`config.mk`:
```
export PLATFORM = sky130hd
export DESIGN_NAME = alu_mc
export DESIGN_NICKNAME = d
export VERILOG_FILES = /design/src/rtl/alu_mc.sv
export SDC_FILE = /design/constraint.sdc
export NUM_CORES = 1
export LEC_CHECK = 0
export ABC_AREA = 1
export CAP_MARGIN = 25
export CORE_UTILIZATION = 51
export CTS_CLUSTER_SIZE = 10
export DETAILED_ROUTE_END_ITERATION = 10
export PLACE_DENSITY = 0.82
export SYNTH_ARGS = -nofsm -noshare
export SYNTH_HDL_FRONTEND = slang
export SYNTH_SLANG_ARGS = --single-unit
export TNS_END_PERCENT = 100
```
`constraint.sdc`:
```
create_clock -name clk -period 7.65 [get_ports clk]
set_clock_uncertainty 0.1 [all_clocks]
set_input_delay 1.1475 -clock clk [delete_from_list [all_inputs] [get_ports clk]]
set_output_delay 1.1475 -clock clk [all_outputs]
set_load 0.005 [all_outputs]
```
`src/rtl/alu_mc.sv`:
```
// alu_mc: multi-cycle ALU. Single-cycle ops finish through EXEC. MUL and DIV
// iterate WIDTH steps in ITER, using shift-add and restoring division.
// The flag bank that gets updated is chosen by the latched interruption bit.
module alu_mc #(
  parameter int WIDTH = 16
) (
  input  logic             clk,
  input  logic             reset,
  input  logic             start,
  input  logic [3:0]       op,
  input  logic             s_inm,
  input  logic             interruption,
  input  logic [WIDTH-1:0] a,
  input  logic [WIDTH-1:0] b,
  output logic [WIDTH-1:0] y,
  output logic [WIDTH-1:0] y_hi,
  output logic             busy,
  output logic             done,
  output logic             carry,
  output logic             zero,
  output logic             carry_intr,
  output logic             zero_intr,
  output logic             overflow,
  output logic             div_by_zero
);
  localparam int CW = $clog2(WIDTH + 1);
  localparam logic [1:0] S_IDLE = 2'd0, S_EXEC = 2'd1, S_ITER = 2'd2;
  localparam logic [CW-1:0] LAST = CW'(WIDTH - 1);
  localparam logic [WIDTH-1:0] MINV = {1'b1, {(WIDTH-1){1'b0}}};

  logic [1:0]       r_state;
  logic [3:0]       r_op;
  logic             r_sinm, r_int;
  logic [WIDTH-1:0] r_a, r_b;
  logic [WIDTH-1:0] r_hi, r_lo;   // MUL: partial product / multiplier; DIV: remainder / quotient
  logic [CW-1:0]    r_cnt;

  // single-cycle datapath
  logic [WIDTH-1:0] w_min, w_sbt, w_diff, w_sum, w_negop, w_sc_y;
  logic             w_sc_c, w_sc_ov;

  // iteration step datapath
  logic [WIDTH:0]   w_mul_sum, w_div_sh;
  logic [WIDTH-1:0] w_mul_hi_n, w_mul_lo_n, w_div_sub, w_div_rem_n, w_div_quo_n;
  logic             w_div_ge;

  // completion values
  logic             w_fin, w_upd, w_fc, w_fz, w_fov, w_fdbz;
  logic [WIDTH-1:0] w_fy, w_fyh;

  assign busy = (r_state == S_ITER);

  // Single-cycle results computed from the latched operands
  always_comb begin
    w_min   = r_sinm ? r_b : r_a;
    w_sbt   = r_sinm ? r_a : r_b;
    w_diff  = w_min - w_sbt;
    w_sum   = r_a + r_b;
    w_negop = (r_op[0] && !r_sinm) ? r_b : r_a;
    w_sc_y  = '0;
    w_sc_ov = 1'b0;
    case (r_op[2:0])
      3'd0: w_sc_y = r_a;
      3'd1: w_sc_y = ~r_a;
      3'd2: begin
        w_sc_y  = w_sum;
        w_sc_ov = (r_a[WIDTH-1] == r_b[WIDTH-1]) && (w_sum[WIDTH-1] != r_a[WIDTH-1]);
      end
      3'd3: begin
        w_sc_y  = w_diff;
        w_sc_ov = (w_min[WIDTH-1] != w_sbt[WIDTH-1]) && (w_diff[WIDTH-1] != w_min[WIDTH-1]);
      end
      3'd4: w_sc_y = r_a & r_b;
      3'd5: w_sc_y = r_a | r_b;
      default: begin
        w_sc_y  = '0 - w_negop;
        w_sc_ov = (w_negop == MINV);
      end
    endcase
    w_sc_c = (r_op[2:0] == 3'd3) ? (w_min < w_sbt) : w_sc_y[WIDTH-1];
  end

  // One shift-add / restoring-division step on the working registers
  always_comb begin
    w_mul_sum   = {1'b0, r_hi} + (r_lo[0] ? {1'b0, r_a} : '0);
    w_mul_hi_n  = w_mul_sum[WIDTH:1];
    w_mul_lo_n  = {w_mul_sum[0], r_lo[WIDTH-1:1]};
    w_div_sh    = {r_hi, r_lo[WIDTH-1]};
    w_div_ge    = (w_div_sh >= {1'b0, r_b});
    w_div_sub   = w_div_sh[WIDTH-1:0] - r_b;
    w_div_rem_n = w_div_ge ? w_div_sub : w_div_sh[WIDTH-1:0];
    w_div_quo_n = {r_lo[WIDTH-2:0], w_div_ge};
  end

  // Values committed to the outputs when an operation completes
  always_comb begin
    w_fin  = (r_state == S_EXEC) || ((r_state == S_ITER) && (r_cnt == LAST));
    w_upd  = w_fin;
    w_fy   = '0;
    w_fyh  = '0;
    w_fc   = 1'b0;
    w_fz   = 1'b0;
    w_fov  = 1'b0;
    w_fdbz = 1'b0;
    if (r_state == S_ITER) begin
      if (!r_op[0]) begin
        w_fy  = w_mul_lo_n;
        w_fyh = w_mul_hi_n;
        w_fc  = |w_mul_hi_n;
        w_fov = |w_mul_hi_n;
        w_fz  = ~|{w_mul_hi_n, w_mul_lo_n};
      end else begin
        w_fy  = w_div_quo_n;
        w_fyh = w_div_rem_n;
        w_fz  = ~|w_div_quo_n;
      end
    end else if (!r_op[3]) begin
      w_fy  = w_sc_y;
      w_fc  = w_sc_c;
      w_fov = w_sc_ov;
      w_fz  = ~|w_sc_y;
    end else if (r_op[3:1] == 3'b100) begin
      // only DIV by zero reaches EXEC with this prefix
      w_fy   = '1;
      w_fyh  = r_a;
      w_fc   = 1'b1;
      w_fov  = 1'b1;
      w_fdbz = 1'b1;
    end else begin
      w_upd = 1'b0;  // reserved opcodes leave every flag alone
    end
  end

  // FSM, operand latch and iteration registers
  always_ff @(posedge clk or negedge reset) begin
    if (!reset) begin
      r_state <= S_IDLE;
      r_op    <= '0;
      r_sinm  <= 1'b0;
      r_int   <= 1'b0;
      r_a     <= '0;
      r_b     <= '0;
      r_hi    <= '0;
      r_lo    <= '0;
      r_cnt   <= '0;
    end else begin
      case (r_state)
        S_IDLE: if (start) begin
          r_op   <= op;
          r_sinm <= s_inm;
          r_int  <= interruption;
          r_a    <= a;
          r_b    <= b;
          r_hi   <= '0;
          r_lo   <= (op == 4'b1001) ? a : b;
          r_cnt  <= '0;
          r_state <= ((op == 4'b1000) || ((op == 4'b1001) && (b != '0))) ? S_ITER : S_EXEC;
        end
        S_EXEC: r_state <= S_IDLE;
        S_ITER: begin
          r_hi  <= r_op[0] ? w_div_rem_n : w_mul_hi_n;
          r_lo  <= r_op[0] ? w_div_quo_n : w_mul_lo_n;
          r_cnt <= r_cnt + CW'(1);
          if (r_cnt == LAST) r_state <= S_IDLE;
        end
        default: r_state <= S_IDLE;
      endcase
    end
  end

  // Result, done pulse and flag banks
  always_ff @(posedge clk or negedge reset) begin
    if (!reset) begin
      y           <= '0;
      y_hi        <= '0;
      done        <= 1'b0;
      carry       <= 1'b0;
      zero        <= 1'b0;
      carry_intr  <= 1'b0;
      zero_intr   <= 1'b0;
      overflow    <= 1'b0;
      div_by_zero <= 1'b0;
    end else begin
      done <= w_fin;
      if (w_fin) begin
        y    <= w_fy;
        y_hi <= w_fyh;
      end
      if (w_upd) begin
        overflow    <= w_fov;
        div_by_zero <= w_fdbz;
        if (r_int) begin
          carry_intr <= w_fc;
          zero_intr  <= w_fz;
        end else begin
          carry <= w_fc;
          zero  <= w_fz;
        end
      end
    end
  end
endmodule

```
==> impl_metrics.env, run 1 <==
export IMPL_outcome="finished, final reports clean"
export IMPL_max_cap_violations=0
export IMPL_p_sw_mw=2.184
export IMPL_clkTransAtPathRegs_ns=0.06
export IMPL_clock_sinks=116
export IMPL_ios=81
export IMPL_netlist_top_cells_area="dfrtp_1 28%, nand2_1 15%, ha_1 8.1%"
export IMPL_drt_wl_total_microns=41060
export IMPL_die_w_microns=145.4
export IMPL_gp_congestion=1.051
export IMPL_vias_per_cell=6.115
export IMPL_antenna_cells=0
export IMPL_reg2reg_slack_ns=3.96
export IMPL_p_per_area_nw_per_um2=362.3
export IMPL_critical_path_slowest_cell="o21ai_2"
export IMPL_fin_util_pct=60.09
export IMPL_core_sq_um=20170
export IMPL_cts_repair_resized=0
export IMPL_finalSetupTns_ns=0
export IMPL_cp_max_fo=35
export IMPL_tightest_slew_ns=0.9059
export IMPL_dp_hpwl_microns=31040
export IMPL_synth_top_cell_by_area="dfrtp_1"
export IMPL_p_comb_share_pct=57.4
export IMPL_setup_viol=0
export IMPL_grt_pass1_vias=11750
export IMPL_netlist_instances=1648
export IMPL_synth_edf_count=0
export IMPL_overflow=0
export IMPL_grt_pass1_wl_microns=63890
export IMPL_timing_fmax_mhz=271.3
export IMPL_cpPeakStageDelay_ns=0.37
export IMPL_syn_cell_area_sq_um=10490
export IMPL_drc=0
export IMPL_cp_end_kind="register"
export IMPL_layout_nets=1812
export IMPL_vias=12120
export IMPL_cp_top_family="simple AND/OR/NAND/NOR gates"
export IMPL_numCtsBuffers=17
export IMPL_ys_ff_latch=116
export IMPL_portBuffers=80
export IMPL_period_needed_ns=3.687
export IMPL_layout_drive_gt1_share_pct=4.614
export IMPL_insertion_delay_ns=0.43
export IMPL_period_share_pct=48.19
export IMPL_synth_warnings=0
export IMPL_grtUsageTotal_pct=39.34
export IMPL_path_buf_inv=2
export IMPL_syn_to_final_growth_pct=15.56
export IMPL_maxSlewHeadroom_pct=39.05
export IMPL_dp_cells=1951
export IMPL_dpl_cell_area_sq_um=11520
export IMPL_ys_async_sr_fraction_pct=100.0
export IMPL_grt_max_degree=87
export IMPL_ys_types=40
export IMPL_pwr_share_clk_pct=18.9
export IMPL_ant_nets=0
export IMPL_cts_setup_buffers=0
export IMPL_rsz0062_at_grt="no"
export IMPL_cts_hold_buf=0
export IMPL_syn_area_per_cell_sq_um=6.365
export IMPL_synth_top_area_share_pct=27.68
export IMPL_clockBufferDepth=2
export IMPL_grt_antenna_before_repair=1
export IMPL_fin_cells=1982
export IMPL_initial_core_util_pct=52.00
export IMPL_synth_main_ff_cell="dfrtp_1"
export IMPL_die_h_microns=145.4
export IMPL_maxSlewViolCount=0
export IMPL_p_seq_share_pct=23.8
export IMPL_routedWlPerCell_microns=20.71
export IMPL_drt_pass1_iterations=8
export IMPL_p_leak_nw=5.954
export IMPL_max_vdd_ir_drop_mv=0.1998
export IMPL_cp_cell_sequence="buf_4, inv_2, nand2_4, o21ai_2, ha_1, nand2_1, nor2_1, nand3_1, nand3_1, nand3_1, nor2_1, nand3_1, nor2_1, nand3_1, nand2_1, nand2_1, nand2_1"
export IMPL_sw_frac_of_total_pct=49.74
export IMPL_design_area_sq_um=12120
export IMPL_p_int_mw=2.207
export IMPL_cts_tree="done"
export IMPL_yosysSeqAreaShare_pct=27.68
export IMPL_cts_root_buf="clkbuf_16"
export IMPL_die_area_sq_um=21140
export IMPL_hp_class="register to register"
export IMPL_htree_levels=4
export IMPL_drtIter0Drc=1522
export IMPL_cp_arrival_ns=3.95
export IMPL_crit_type="register to register"
export IMPL_crit_path_frequent_cell="nand3_1"
export IMPL_hold_violations=0
export IMPL_rows=52
export IMPL_start_kind="register"
export IMPL_critPathRequiredTime_ns=7.92
export IMPL_synth_nets=1760
## registers in the layout, summed over array words and instances, names as in the netlist
signal / cells
r_lo: 16
done: 1
r_op: 4
carry: 1
y: 16
zero: 1
r_a: 16
div_by_zero: 1
carry_intr: 1
overflow: 1
r_int: 1
r_cnt: 5
zero_intr: 1
y_hi: 16
r_b: 16
r_state: 2
r_sinm: 1
r_hi: 16
## layer usage
metal / up-vias / track usage [%] / wire [microns]
met1: 5533 / 47.89 / 15290
met2: 789 / 61.80 / 17940
li1: 5605 / - / -
met5: - / 0 / 15
met4: 2 / 28.89 / 3189
met3: 190 / 8.339 / 4627
## cell usage in the layout, fill, tap and decap left out, drive strengths merged
| master | instances |
|---|---|
| a211oi | 8 |
| a21boi | 4 |
| a21o | 2 |
| a21oi | 127 |
| a22oi | 14 |
| a31oi | 35 |
| buf | 15 |
| bufinv | 3 |
| clkbuf | 19 |
| clkdlybuf4s50 | 79 |
| clkinv | 4 |
| clkinvlp | 3 |
| dfrtp | 116 |
| fa | 3 |
| ha | 68 |
| inv | 200 |
| nand2 | 416 |
| nand3 | 138 |
| nand3b | 7 |
| nand4 | 29 |
| nor2 | 186 |
| nor3 | 14 |
| nor4 | 9 |
| o2111ai | 4 |
| o211ai | 13 |
| o21ai | 144 |
| o21bai | 5 |
| o221ai | 1 |
| o22ai | 12 |
| o31ai | 1 |
| or2 | 15 |
| xnor2 | 8 |
| xor2 | 10 |
## final cells by class
cell class	count	area, sq um
Timing Repair Buffer	94	930.9
Fill cell	1924	8049
Clock buffer	19	442.9
Sequential cell	116	2903
Tap cell	270	337.8
Clock inverter	12	153.9
Multi-Input combinational cell	1273	6609
Inverter	198	743.2
## metrics by stage
| step | hold slack, ns | power (mW) | worst slack [ns] |
|---|---|---|---|
| floorplan | 0.3712 | 2.605 | 4.697 |
| global placement | 0.3741 | 3.419 | 4.180 |
| detailed placement | 0.3723 | 3.450 | 4.120 |
| CTS | 0.3887 | 4.300 | 4.103 |
| global route | 0.4169 | 4.685 | 3.881 |
| finish | 0.3899 | 4.391 | 3.963 |
## Yosys cell counts, types with 12 or more instances
library cell / count
a21oi_1: 127
a22oi_1: 14
a31oi_1: 35
clkbuf_1: 41
dfrtp_1: 116
ha_1: 68
inv_1: 194
nand2_1: 415
nand3_1: 136
nand4_1: 29
nor2_1: 180
nor3_1: 14
o211ai_1: 13
o21ai_0: 127
o22ai_1: 12
or2_2: 14
## tightest hold or removal path, stage by stage, from the launching register on
cell and delay, ns:
dfrtp_1 0.35, nand2_1 0.06, nand2_1 0.06
## worst paths after layout
check | start | endpoint | cells after the start
max | r_sinm | zero | 17
min | carry_intr | carry_intr | 2
max reg2reg | r_sinm | zero | 17
min reg2reg | carry_intr | carry_intr | 2
max in group asynchronous | reset | r_b[4] | 3
min in group asynchronous | reset | r_cnt[1] | 1
## logic make-up after synthesis
logic type,synth area share [%]
and+or+nand+nor,32.86
DFF,27.68
AOI/OAI and AO/OA,19.73
adders and majority gates,8.684
buffers and inverters,9.543
xor gates and xnor gates,1.503
## power by group through the flow
stage / logic (mW) / registers (mW) / clock network, mW
after global placement: 2.38 / 1.03 / 0
after floorplan: 1.64 / 0.960 / 0
after detailed placement: 2.41 / 1.04 / 0
after global routing: 2.77 / 1.06 / 0.853
after CTS: 2.44 / 1.03 / 0.830
final: 2.52 / 1.04 / 0.829
Note: power is estimated with default switching activity, not from simulation.
==> run 2, diff against run 1 <==
clock period = 3.6 ns   (was 7.65 ns; I/O delays follow)
==> impl_metrics.env, run 2 (synthesized netlist as in run 1, its figures left out) <==
export IMPL_outcome="finished, final reports clean"
export IMPL_gp_congestion=1.008
export IMPL_fin_cells=2009
export IMPL_p_leak_nw=6.087
export IMPL_cp_cell_sequence="ha_1, fa_1, or2_2, nand3_1, nand2_1, nor2_1, nand2_1, nor2_1, nand2_1, nor2_1, nand2_1, nor2_1, nand3_1, nor2_1, nand3_1, nand2_1, nand2_1, nand2_1"
export IMPL_max_vdd_ir_drop_mv=0.3885
export IMPL_worst_path_stages=18
export IMPL_r2r_end="zero"
export IMPL_drc=0
export IMPL_most_common_layout_cells="415 x nand2_1, 194 x inv_1, 179 x nor2_1"
export IMPL_p_total_mw=9.412
export IMPL_layout_drive_gt1_share_pct=6.153
export IMPL_crit_path_frequent_cell="nand2_1"
export IMPL_period_share_pct=93.89
export IMPL_hold_violations=0
export IMPL_period_needed_ns=3.380
export IMPL_antenna_cells=0
export IMPL_dp_cells=1976
export IMPL_drt_pass1_iterations=6
export IMPL_cts_setup_buffers=0
export IMPL_cts_repair_resized=0
export IMPL_grt_pass1_vias=11400
export IMPL_start_kind="register"
export IMPL_overflow=0
export IMPL_grt_antenna_before_repair=0
export IMPL_vias_per_cell=6.078
export IMPL_final_common_cell="nand2_1"
export IMPL_clkTransAtPathRegs_ns=0.06
export IMPL_cp_arrival_ns=3.65
export IMPL_portBuffers=80
export IMPL_final_seq_area_sq_um=2903
export IMPL_pwr_share_clk_pct=18.9
export IMPL_setup_viol=0
export IMPL_max_cap_violations=0
export IMPL_numCtsBuffers=17
export IMPL_p_sw_mw=4.646
export IMPL_cpPeakStageDelay_ns=0.52
export IMPL_cts_hold_buf=0
export IMPL_dp_hpwl_microns=31260
export IMPL_tightest_slew_ns=0.8987
export IMPL_die_w_microns=145.4
export IMPL_clock_sinks=116
export IMPL_multiInputGateArea_sq_um=6611
export IMPL_die_h_microns=145.4
export IMPL_p_seq_share_pct=22.8
export IMPL_routedWlPerCell_microns=20.18
export IMPL_dpl_cell_area_sq_um=11710
export IMPL_clockBufferDepth=2
export IMPL_maxSlewHeadroom_pct=39.45
export IMPL_hp_class="primary input to async pin"
export IMPL_vias=12210
export IMPL_grt_max_degree=80
export IMPL_syn_to_final_growth_pct=17.49
export IMPL_cp_top_family="simple AND/OR/NAND/NOR gates"
export IMPL_layout_nets=1838
export IMPL_ff2ff_path_depth=18
export IMPL_rsz0062_at_grt="no"
export IMPL_nFillCells=1892
export IMPL_die_area_sq_um=21140
export IMPL_initial_core_util_pct=52.00
export IMPL_crit_type="register to register"
export IMPL_p_int_mw=4.765
export IMPL_timing_fmax_mhz=295.8
export IMPL_grt_pass1_wl_microns=62970
export IMPL_insertion_delay_ns=0.43
export IMPL_whs_ns=0.1061
export IMPL_critical_path_slowest_cell="fa_1"
export IMPL_design_area_sq_um=12320
export IMPL_grtUsageTotal_pct=38.67
export IMPL_maxSlewViolCount=0
export IMPL_drt_wl_total_microns=40540
export IMPL_htree_levels=4
export IMPL_reg2reg_slack_ns=0.22
export IMPL_rows=52
export IMPL_cp_end_kind="register"
export IMPL_cts_tree="done"
export IMPL_drtIter0Drc=1349
export IMPL_ant_nets=0
export IMPL_r2r_start="r_b[0]"
export IMPL_critPathRequiredTime_ns=3.87
export IMPL_finalSetupTns_ns=0
export IMPL_core_sq_um=20170
export IMPL_cp_max_fo=6
export IMPL_ios=81
export IMPL_sw_frac_of_total_pct=49.37
export IMPL_p_comb_share_pct=58.4
export IMPL_p_per_area_nw_per_um2=763.7
export IMPL_cts_root_buf="clkbuf_16"
export IMPL_path_buf_inv=0
==> run 2: changes by cell type in the layout (fill, tap and decap cells not counted), sizes merged <==
cell and delta:
clkbuf -1, buf +26, inv -1, clkinvlp -2
clkinv +5
==> run 2: worst max path at each step <==
stage | from | endpoint | slack, ns
final | r_b[0] | zero | 0.22
after detailed placement | r_b[0] | zero | 0.41
after CTS | r_b[0] | zero | 0.35
after global placement | r_b[0] | zero | 0.45
after floorplan | r_lo[0] | overflow | 0.65
after global routing | r_lo[0] | zero_intr | 0.06
==> run 2: final cells by class <==
type	count	area share [%]
Inverter	198	6.031
Sequential cell	116	23.56
Timing Repair Buffer	120	9.097
Clock inverter	14	1.442
Multi-Input combinational cell	1273	53.65
Tap cell	270	2.741
Clock buffer	18	3.483
==> run 2: per-stage QoR <==
step / utilization (%) / setup WS [ns]
detailed placement: 58.06 / 0.4090
floorplan: - / 0.6472
finish: 61.10 / 0.2198
CTS: 61.07 / 0.3507
global placement: 58.06 / 0.4510
global route: 61.10 / 0.06292
==> run 2: per-layer routing <==
metal | share of wire (%) | global-route usage (%)
met1 | 39 | 48.62
met2 | 45 | 62.40
met3 | 10 | 7.962
met4 | 5.8 | 21.11
met5 | 0 | 0
==> run 2: power by group through the flow <==
| stage | logic (mW) | registers (mW) | clock network (mW) |
|---|---|---|---|
| after global routing | 6.03 | 2.18 | 1.83 |
| after CTS | 5.33 | 2.12 | 1.78 |
| after global placement | 5.26 | 2.13 | 0 |
| after floorplan | 3.49 | 2.04 | 0 |
| final | 5.49 | 2.14 | 1.78 |
| after detailed placement | 5.30 | 2.14 | 0 |
